$ cat src/rtl/stopwatch_pkg.sv
// Shared field widths, limits and the packed time type for the stopwatch datapath.
// The time_inc helper implements the csec/sec/min/hour cascade in one place.
package stopwatch_pkg;

    localparam int unsigned CSEC_W   = 7;
    localparam int unsigned SEC_W    = 6;
    localparam int unsigned MIN_W    = 6;
    localparam int unsigned HOUR_W   = 5;

    localparam int unsigned CSEC_MAX = 99;
    localparam int unsigned SEC_MAX  = 59;
    localparam int unsigned MIN_MAX  = 59;
    localparam int unsigned HOUR_MAX = 23;

    typedef struct packed {
        logic [HOUR_W-1:0] hour;
        logic [MIN_W-1:0]  min;
        logic [SEC_W-1:0]  sec;
        logic [CSEC_W-1:0] csec;
    } time_t;

    function automatic time_t time_inc(input time_t t);
        time_t n;
        n = t;
        if (t.csec != CSEC_W'(CSEC_MAX)) begin
            n.csec = t.csec + 1'b1;
        end else begin
            n.csec = '0;
            if (t.sec != SEC_W'(SEC_MAX)) begin
                n.sec = t.sec + 1'b1;
            end else begin
                n.sec = '0;
                if (t.min != MIN_W'(MIN_MAX)) begin
                    n.min = t.min + 1'b1;
                end else begin
                    n.min  = '0;
                    n.hour = (t.hour == HOUR_W'(HOUR_MAX)) ? '0 : t.hour + 1'b1;
                end
            end
        end
        return n;
    endfunction

endpackage

$ cat src/rtl/stopwatch_tick_gen.sv
// Clock divider producing a one-cycle tick every DIV enabled cycles.
// Holds its count while disabled; i_clr zeroes the count and suppresses the tick.
module stopwatch_tick_gen #(
    parameter int unsigned DIV = 10
) (
    input  logic clk,
    input  logic rst,
    input  logic i_en,
    input  logic i_clr,
    output logic o_tick
);

    localparam int unsigned CNT_W = (DIV > 1) ? $clog2(DIV) : 1;
    localparam logic [CNT_W-1:0] TERM = CNT_W'(DIV - 1);

    logic [CNT_W-1:0] r_cnt;
    logic             w_wrap;

    assign w_wrap = i_en && (r_cnt == TERM);
    assign o_tick = w_wrap && !i_clr;

    always_ff @(posedge clk or posedge rst) begin
        if (rst) begin
            r_cnt <= '0;
        end else if (i_clr || w_wrap) begin
            r_cnt <= '0;
        end else if (i_en) begin
            r_cnt <= r_cnt + 1'b1;
        end
    end

endmodule

$ cat src/rtl/stopwatch_dp.sv
// Stopwatch datapath: centisecond divider, cascaded live time counter and lap register.
// Lap register, save and restore exist only when STOPWATCH_DP_LAP_EN is defined.
module stopwatch_dp
    import stopwatch_pkg::*;
#(
    parameter int unsigned CLK_FREQ = 100_000_000,
    parameter int unsigned TICK_HZ  = 100
) (
    input  logic              clk,
    input  logic              rst,
    input  logic              i_runstop,
    input  logic              i_clear,
    input  logic              i_save,
    input  logic              i_restore,
    output logic [CSEC_W-1:0] o_csec,
    output logic [SEC_W-1:0]  o_sec,
    output logic [MIN_W-1:0]  o_min,
    output logic [HOUR_W-1:0] o_hour,
    output logic [CSEC_W-1:0] o_lap_csec,
    output logic [SEC_W-1:0]  o_lap_sec,
    output logic [MIN_W-1:0]  o_lap_min,
    output logic [HOUR_W-1:0] o_lap_hour,
    output logic              o_tick
);

    localparam int unsigned DIV = CLK_FREQ / TICK_HZ;

    time_t r_live;
    time_t w_lap;
    logic  r_tick;
    logic  w_tick;
    logic  w_restore;

`ifdef STOPWATCH_DP_LAP_EN
    time_t r_lap;
    logic  w_save;

    assign w_restore = i_restore && !i_clear;
    assign w_save    = i_save && !i_clear && !i_restore;
    assign w_lap     = r_lap;

    // Captures the pre-increment live value even when a tick lands in the same cycle.
    always_ff @(posedge clk or posedge rst) begin
        if (rst) begin
            r_lap <= '0;
        end else if (w_save) begin
            r_lap <= r_live;
        end
    end
`else
    logic w_unused;

    assign w_unused  = i_save ^ i_restore;
    assign w_restore = 1'b0;
    assign w_lap     = '0;
`endif

    stopwatch_tick_gen #(
        .DIV(DIV)
    ) u_tick_gen (
        .clk   (clk),
        .rst   (rst),
        .i_en  (i_runstop),
        .i_clr (i_clear || w_restore),
        .o_tick(w_tick)
    );

    always_ff @(posedge clk or posedge rst) begin
        if (rst) begin
            r_live <= '0;
            r_tick <= 1'b0;
        end else begin
            r_tick <= w_tick;
            if (i_clear) begin
                r_live <= '0;
            end else if (w_restore) begin
                r_live <= w_lap;
            end else if (w_tick) begin
                r_live <= time_inc(r_live);
            end
        end
    end

    assign o_csec     = r_live.csec;
    assign o_sec      = r_live.sec;
    assign o_min      = r_live.min;
    assign o_hour     = r_live.hour;
    assign o_lap_csec = w_lap.csec;
    assign o_lap_sec  = w_lap.sec;
    assign o_lap_min  = w_lap.min;
    assign o_lap_hour = w_lap.hour;
    assign o_tick     = r_tick;

endmodule

$ cat config.mk
export PLATFORM = sky130hd
export DESIGN_NAME = stopwatch_dp
export DESIGN_NICKNAME = d
export VERILOG_FILES = /design/src/rtl/stopwatch_pkg.sv /design/src/rtl/stopwatch_tick_gen.sv /design/src/rtl/stopwatch_dp.sv
export SDC_FILE = /design/constraint.sdc
export NUM_CORES = 1
export LEC_CHECK = 0
export ABC_AREA = 1
export ABC_CLOCK_PERIOD_IN_PS = 3560
export BUFFER_PORTS_ARGS = -buffer_cell sky130_fd_sc_hd__buf_2
export CAP_MARGIN = 10
export CORE_MARGIN = 1
export CORE_UTILIZATION = 35
export CTS_CLUSTER_SIZE = 20
export DETAILED_ROUTE_END_ITERATION = 16
export SETUP_SLACK_MARGIN = 0.5
export SLEW_MARGIN = 0
export SYNTH_ARGS = -nofsm -noshare
export SYNTH_HDL_FRONTEND = slang
export SYNTH_SLANG_ARGS = --single-unit
$ cat constraint.sdc
create_clock -name clk -period 3.56 [get_ports clk]
set_input_delay 0 -clock clk [delete_from_list [all_inputs] [get_ports clk]]
set_output_delay 0 -clock clk [all_outputs]
set_load 0.05 [all_outputs]
==> results of run 1 <==
-- cells by family (layout without fill, tap and decap cells) --
group / Yosys count / after routing / synth area share (%)
AOI/OAI and AO/OA: 28 / 28 / 7.118
xor gates and xnor gates: 6 / 6 / 1.857
adders and majority gates: 5 / 5 / 2.210
buffers and inverters: 67 / 73 / 13.44
DFF: 45 / 45 / 39.79
other: 1 / 24 / 0.1325
and+or+nand+nor: 222 / 222 / 35.46
-- synth_stat cells, types with 6 or more instances --
cell / count
nand4_1: 14
or2_2: 6
dfrtp_1: 45
o21ai_2: 13
nor2_1: 64
nor3b_1: 6
inv_1: 34
a21oi_1: 6
nor3_1: 8
nand2_1: 89
o21ai_0: 7
buf_4: 24
nand3_1: 25
-- per-stage QoR --
step	hold WS [ns]	util [%]	instance area, µm²	power (mW)	setup WS, ns
floorplan	0.08945	-	2917	0.7490	1.674
global placement	0.2809	37.84	2939	0.7565	1.743
detailed placement	0.2870	37.84	2939	0.7588	1.729
CTS	0.005638	39.47	3065	1.162	1.706
global route	0.01133	39.47	3065	1.200	1.544
finish	0.005712	39.47	3065	1.146	1.743
-- state kept, by name, indices dropped and copies added, names as in the netlist --
name	cells
o_csec	7
u_tick_gen.r_cnt	20
o_sec	6
o_tick	1
o_min	6
o_hour	5
-- final cells by class --
| cell class | count | area (µm²) | share of cell area, % |
|---|---|---|---|
| Tap cell | 102 | 127.6 | 4.163 |
| Clock inverter | 1 | 30.03 | 0.9796 |
| Inverter | 36 | 135.1 | 4.408 |
| Sequential cell | 45 | 1126 | 36.73 |
| Clock buffer | 7 | 86.33 | 2.816 |
| Multi-Input combinational cell | 285 | 1410 | 46.00 |
| Timing Repair Buffer | 29 | 150.1 | 4.898 |
-- power by group through the flow --
stage	clock network, mW	logic (mW)	registers, mW
after global routing	0.432	0.218	0.550
after CTS	0.412	0.203	0.546
final	0.399	0.201	0.546
after detailed placement	0	0.203	0.556
after global placement	0	0.200	0.556
after floorplan	0	0.146	0.603
-- final timing paths --
check                               startpoint                   to  slack, ns
max                        u_tick_gen.r_cnt[1]             o_sec[5]       1.74
min                                    i_clear               o_tick      0.006
max reg2reg                u_tick_gen.r_cnt[1]             o_sec[5]       1.74
min reg2reg                           o_sec[3]             o_sec[3]       0.53
max in group asynchronous                  rst             o_min[3]       2.53
min in group asynchronous                  rst  u_tick_gen.r_cnt[3]       0.45
-- layer usage --
| metal | vias to the layer above | GRT usage (%) | routed length (µm) |
|---|---|---|---|
| met1 | 1070 | 17.66 | 2609 |
| met2 | 32 | 24.32 | 2629 |
| li1 | 1204 | - | - |
| met4 | 0 | 3.516 | 38 |
| met5 | - | 0 | 0 |
| met3 | 5 | 3.151 | 165 |
-- repair_timing --
item                      in CTS  in global routing
buffers inserted               0                  0
hold endpoints to repair      45                  0
hold buffers                   1                  0
==> metrics.txt, run 1 <==
status complete, no violations; most common cell after layout, fill and taps aside nand2_1; WP buf/inv 0; combinational power share 17.5%; drt total wl 5.442 mm; Std-Cell Rows 32; width of the die 91.93 µm; cells after synthesis 374; Initial Util 36.44%; clk buf depth 2; vias per cell 4.576; total of max-cap violations 0; area delta synth->final 8.311%; filler instances 816; clock transition at the registers of the reported paths 0.08 ns; share of cells above drive strength 1 16.13%; nets 413; worst skew pair latency 0.30 ns; Worst-Margin Slew 0.9243 ns; # IOs 55; sequential group share of total power 47.6%; global-route wire length before repair 9.604 mm; register bit total from synthesis 45; Residual DRC 0; post-synth top area cell dfrtp_1; synthesis warning total 0; data arrival time of the worst path 2.00 ns; Mean Syn Cell Area 7.567 µm²; Placeable Area 7767 µm²; Setup crit end kind flip-flop; Die ar. 8450 µm²; Layout Cells excl Fill 505; CP Cell Sequence ha_1 -> nand3_1 -> nor2_1 -> nand3_2 -> nand2_4 -> nand2_2 -> nand2_1 -> o21ai_2; final hold viol count 0; Ant. Diodes 0; Main synth FF type dfrtp_1; worst hold path stage count 2; Die Y 91.93 µm; DR pass1 iterations 4; EDFF count, synth 0; commonest non-fill, non-tap cells in the layout 89 x nand2_1, 64 x nor2_1, 45 x dfrtp_1, 33 x inv_1, 28 x buf_2; Critical Path Stages 8; CTS buffer count 5; Leakage 1.517 nW; crit path max-delay cell type dfrtp_1; clock share of power 34.8%; Crit path largest cell delay 0.40 ns; Worst setup SP type flip-flop; crit-path leading delay family simple AND/OR/NAND/NOR gates; VDD IR max 0.0001860 V; CTS sink cnt 45; Area contributors post-synth dfrtp_1 40%, nand2_1 12%, nor2_1 8.5%; Power Density 373.9 nW/µm²; DP Cell Count 496; cts repair resizes 0; Fmax achieved 550.5 MHz; class of the worst hold path in -> reg; Pint 0.7910 mW; Critical Path Fanout Max 26; depth of the most critical reg-to-reg path 8; sequential-to-total area share from yosys stat 39.79%; Rel. slew slack 38.29%; setup TNS 0 ns; net switching power figure 0.3553 mW; via count 2311; Final Max Slew Viols 0; Avg WL per Cell 10.78 µm; Placer Congestion 0.8104; H-tree levels 2; switch share 31.00%; worst setup path class reg -> reg; dpl hpwl 4.018 mm; top cell type's share of synthesized area 39.79%; fin crit period 1.817 ns; GR Util All Layers 14.05%; RSZ-0062 raised after global routing false; skew final 0.005037 ns; pin count of the biggest net entering global routing 46; Distinct cells, synth 29; Final period util 51.03%; Port Buffers 28; Synth async-reset ratio 100.0%; final setup violation count 0; antenna viol nets, final 0; DRT iter0 DRCs 139; GRT overflow 0; initial antenna violation count 0; TritonCTS clock tree done; Root Buffer clkbuf_8; mapped cell area 2830 µm²; vias in the first global route 2146; CP Data Required Time 3.74 ns
Note: power is estimated with default switching activity, not from simulation.
==> run 2: changes to the inputs <==
ABC_CLOCK_PERIOD_IN_PS = 1700   (was 3560)
clock period = 1.7 ns   (was 3.56 ns; I/O delays follow)
==> run 2 against run 1 <==
Die area did not move. Combinational power rose to 2.6 times the previous value. Critical endpoint is now o_hour[2]. Sequential power rose by 110%. Global-route usage rose by 1.9 points. Clock-buffer cell count did not move. Final area rose by 21%. Flip-flop and latch count did not move. Clock skew rose by 0.0064 ns.
==> metrics.txt, run 2 (synthesized netlist as in run 1, its figures left out) <==
Power Density 627.7 nW/µm² (+68%); worst skew pair latency 0.30 ns (about the same); Largest Register u_tick_gen.r_cnt; status complete, no violations; Setup crit end kind flip-flop; Ant. Diodes 0 (unchanged); DR pass1 iterations 4 (unchanged); Fmax achieved 665.0 MHz (+21%); via count 2515 (+8.8%); share of cells above drive strength 1 40.14% (+24 points); CP Data Required Time 1.90 ns (-1.84 ns); Rel. slew slack 61.67% (+23 points); total power 2.334 mW (+100%); # IOs 55 (unchanged); antenna viol nets, final 0 (unchanged); filler instances 764 (-6.4%); data arrival time of the worst path 1.70 ns (-0.30 ns); vias in the first global route 2349 (+9.5%); Die Y 91.93 µm (unchanged); Final period util 88.46% (+37 points); H-tree levels 2 (unchanged); DRT iter0 DRCs 113 (-19%); CTS sink cnt 45 (unchanged); Port Buffers 28 (unchanged); width of the die 91.93 µm (unchanged); Critical Path Fanout Max 5 (-81%); vias per cell 4.719 (+3.1%); commonest non-fill, non-tap cells in the layout 67 x nand2_1, 47 x nor2_1, 31 x dfrtp_1, 30 x inv_1, 28 x buf_2; worst setup path class reg -> reg; Die ar. 8450 µm² (unchanged); class of the worst hold path in -> reg; Placeable Area 7767 µm² (unchanged); crit path max-delay cell type dfrtp_1; fin crit period 1.504 ns (-0.3128 ns); Std-Cell Rows 32 (unchanged); Avg WL per Cell 11.92 µm (+11%); most common cell after layout, fill and taps aside nand2_1; drt total wl 6.351 mm (+17%); area delta synth->final 31.39%; TritonCTS clock tree done; Final Max Slew Viols 0 (unchanged); Leakage 1.697 nW (+12%); nets 441 (+6.8%); final hold slack 0.04886 ns (+0.04315 ns); clock transition at the registers of the reported paths 0.08 ns (about the same); Largest register FFs 20 (unchanged); cell mode on critical path nand2_1; Initial Util 36.44% (unchanged); Residual DRC 0 (unchanged); final setup violation count 0 (unchanged); final hold viol count 0 (unchanged); total of max-cap violations 0 (unchanged); setup TNS 0 ns (unchanged); initial antenna violation count 0 (unchanged); skew final 0.01144 ns (+0.006405 ns); global-route wire length before repair 10.91 mm (+14%); RSZ-0062 raised after global routing true; GR Util All Layers 15.94% (+1.9 points); Root Buffer clkbuf_8; Placer Congestion 0.8197 (+1.1%); CTS buffer count 5 (unchanged); GRT overflow 0 (unchanged); VDD IR max 0.0004483 V (+140%); Worst setup SP type flip-flop; clk buf depth 2 (unchanged); CP Cell Sequence nand2_2 -> inv_2 -> nand2_1 -> nor2_2 -> nand3_4 -> nand2_8 -> nand3_4 -> nand2_1 -> nand2_1; dpl hpwl 4.303 mm (+7.1%); Worst-Margin Slew 0.5743 ns (-0.3500 ns); Crit path largest cell delay 0.40 ns (about the same); pin count of the biggest net entering global routing 25 (-46%)
[run 2: power by group]
group | internal, mW | total, mW | switching [mW]
Sequential | 1.11 | 1.15 | 0.0492
Clock | 0.291 | 0.651 | 0.360
Combinational | 0.134 | 0.528 | 0.394
Total | 1.53 | 2.33 | 0.803
[run 2: critical path: cells and delay by family, from the launching register on]
| kind | cells | cell delay, ns |
|---|---|---|
| buffers and inverters | 1 | 0.07 |
| DFF | 1 | 0.40 |
| and+or+nand+nor | 8 | 0.93 |
[run 2: layout make-up]
type,count,area [µm²],share of cell area (%)
multi-input combinational,287,1808,48.62
sequential,45,1144,30.75
timing repair buffer,54,396.6,10.67
inverter,36,147.6,3.970
tap,102,127.6,3.432
clock buffer,7,76.32,2.052
timing repair inverter,1,11.26,0.3028
clock inverter,1,7.507,0.2019
[run 2: final timing paths]
kind                                      from                   to  slack (ns)  cells after the start
min reg2reg                           o_sec[3]             o_sec[3]        0.52                      2
max in group asynchronous                  rst            o_csec[2]        0.90                      4
max                        u_tick_gen.r_cnt[5]            o_hour[2]        0.20                      9
max reg2reg                u_tick_gen.r_cnt[5]            o_hour[2]        0.20                      9
min                                  i_runstop  u_tick_gen.r_cnt[1]        0.05                      3
min in group asynchronous                  rst            o_hour[3]        0.27                      3
[run 2: timing repair]
item	4_1_cts	5_1_grt
setup endpoints to repair	45	45
pin swaps	16	16
endpoints found under the hold margin	22	0
cloned	3	1
gates resized for setup	47	38
buffers inserted	9	6
hold buffers	2	0
[run 2: metal layers]
metal	global-route usage [%]	vias up	part of all wire, %
li1	-	1273	-
met1	22.16	1180	49
met2	25.12	52	47
met3	2.985	10	3.3
met4	4.818	0	1.2
met5	0	-	0
[run 2: stage by stage]
step | instance area, µm² | std cells | util, % | setup slack, ns
2_1_floorplan | 3029 | 397 | - | 0.06204
3_3_place_gp | 3120 | 504 | 40.17 | 0.1403
3_5_place_dp | 3120 | 504 | 40.17 | 0.1077
4_1_cts | 3537 | 526 | 45.54 | 0.2223
5_1_grt | 3719 | 533 | 47.87 | 0.09333
6_report | 3719 | 533 | 47.87 | 0.1962
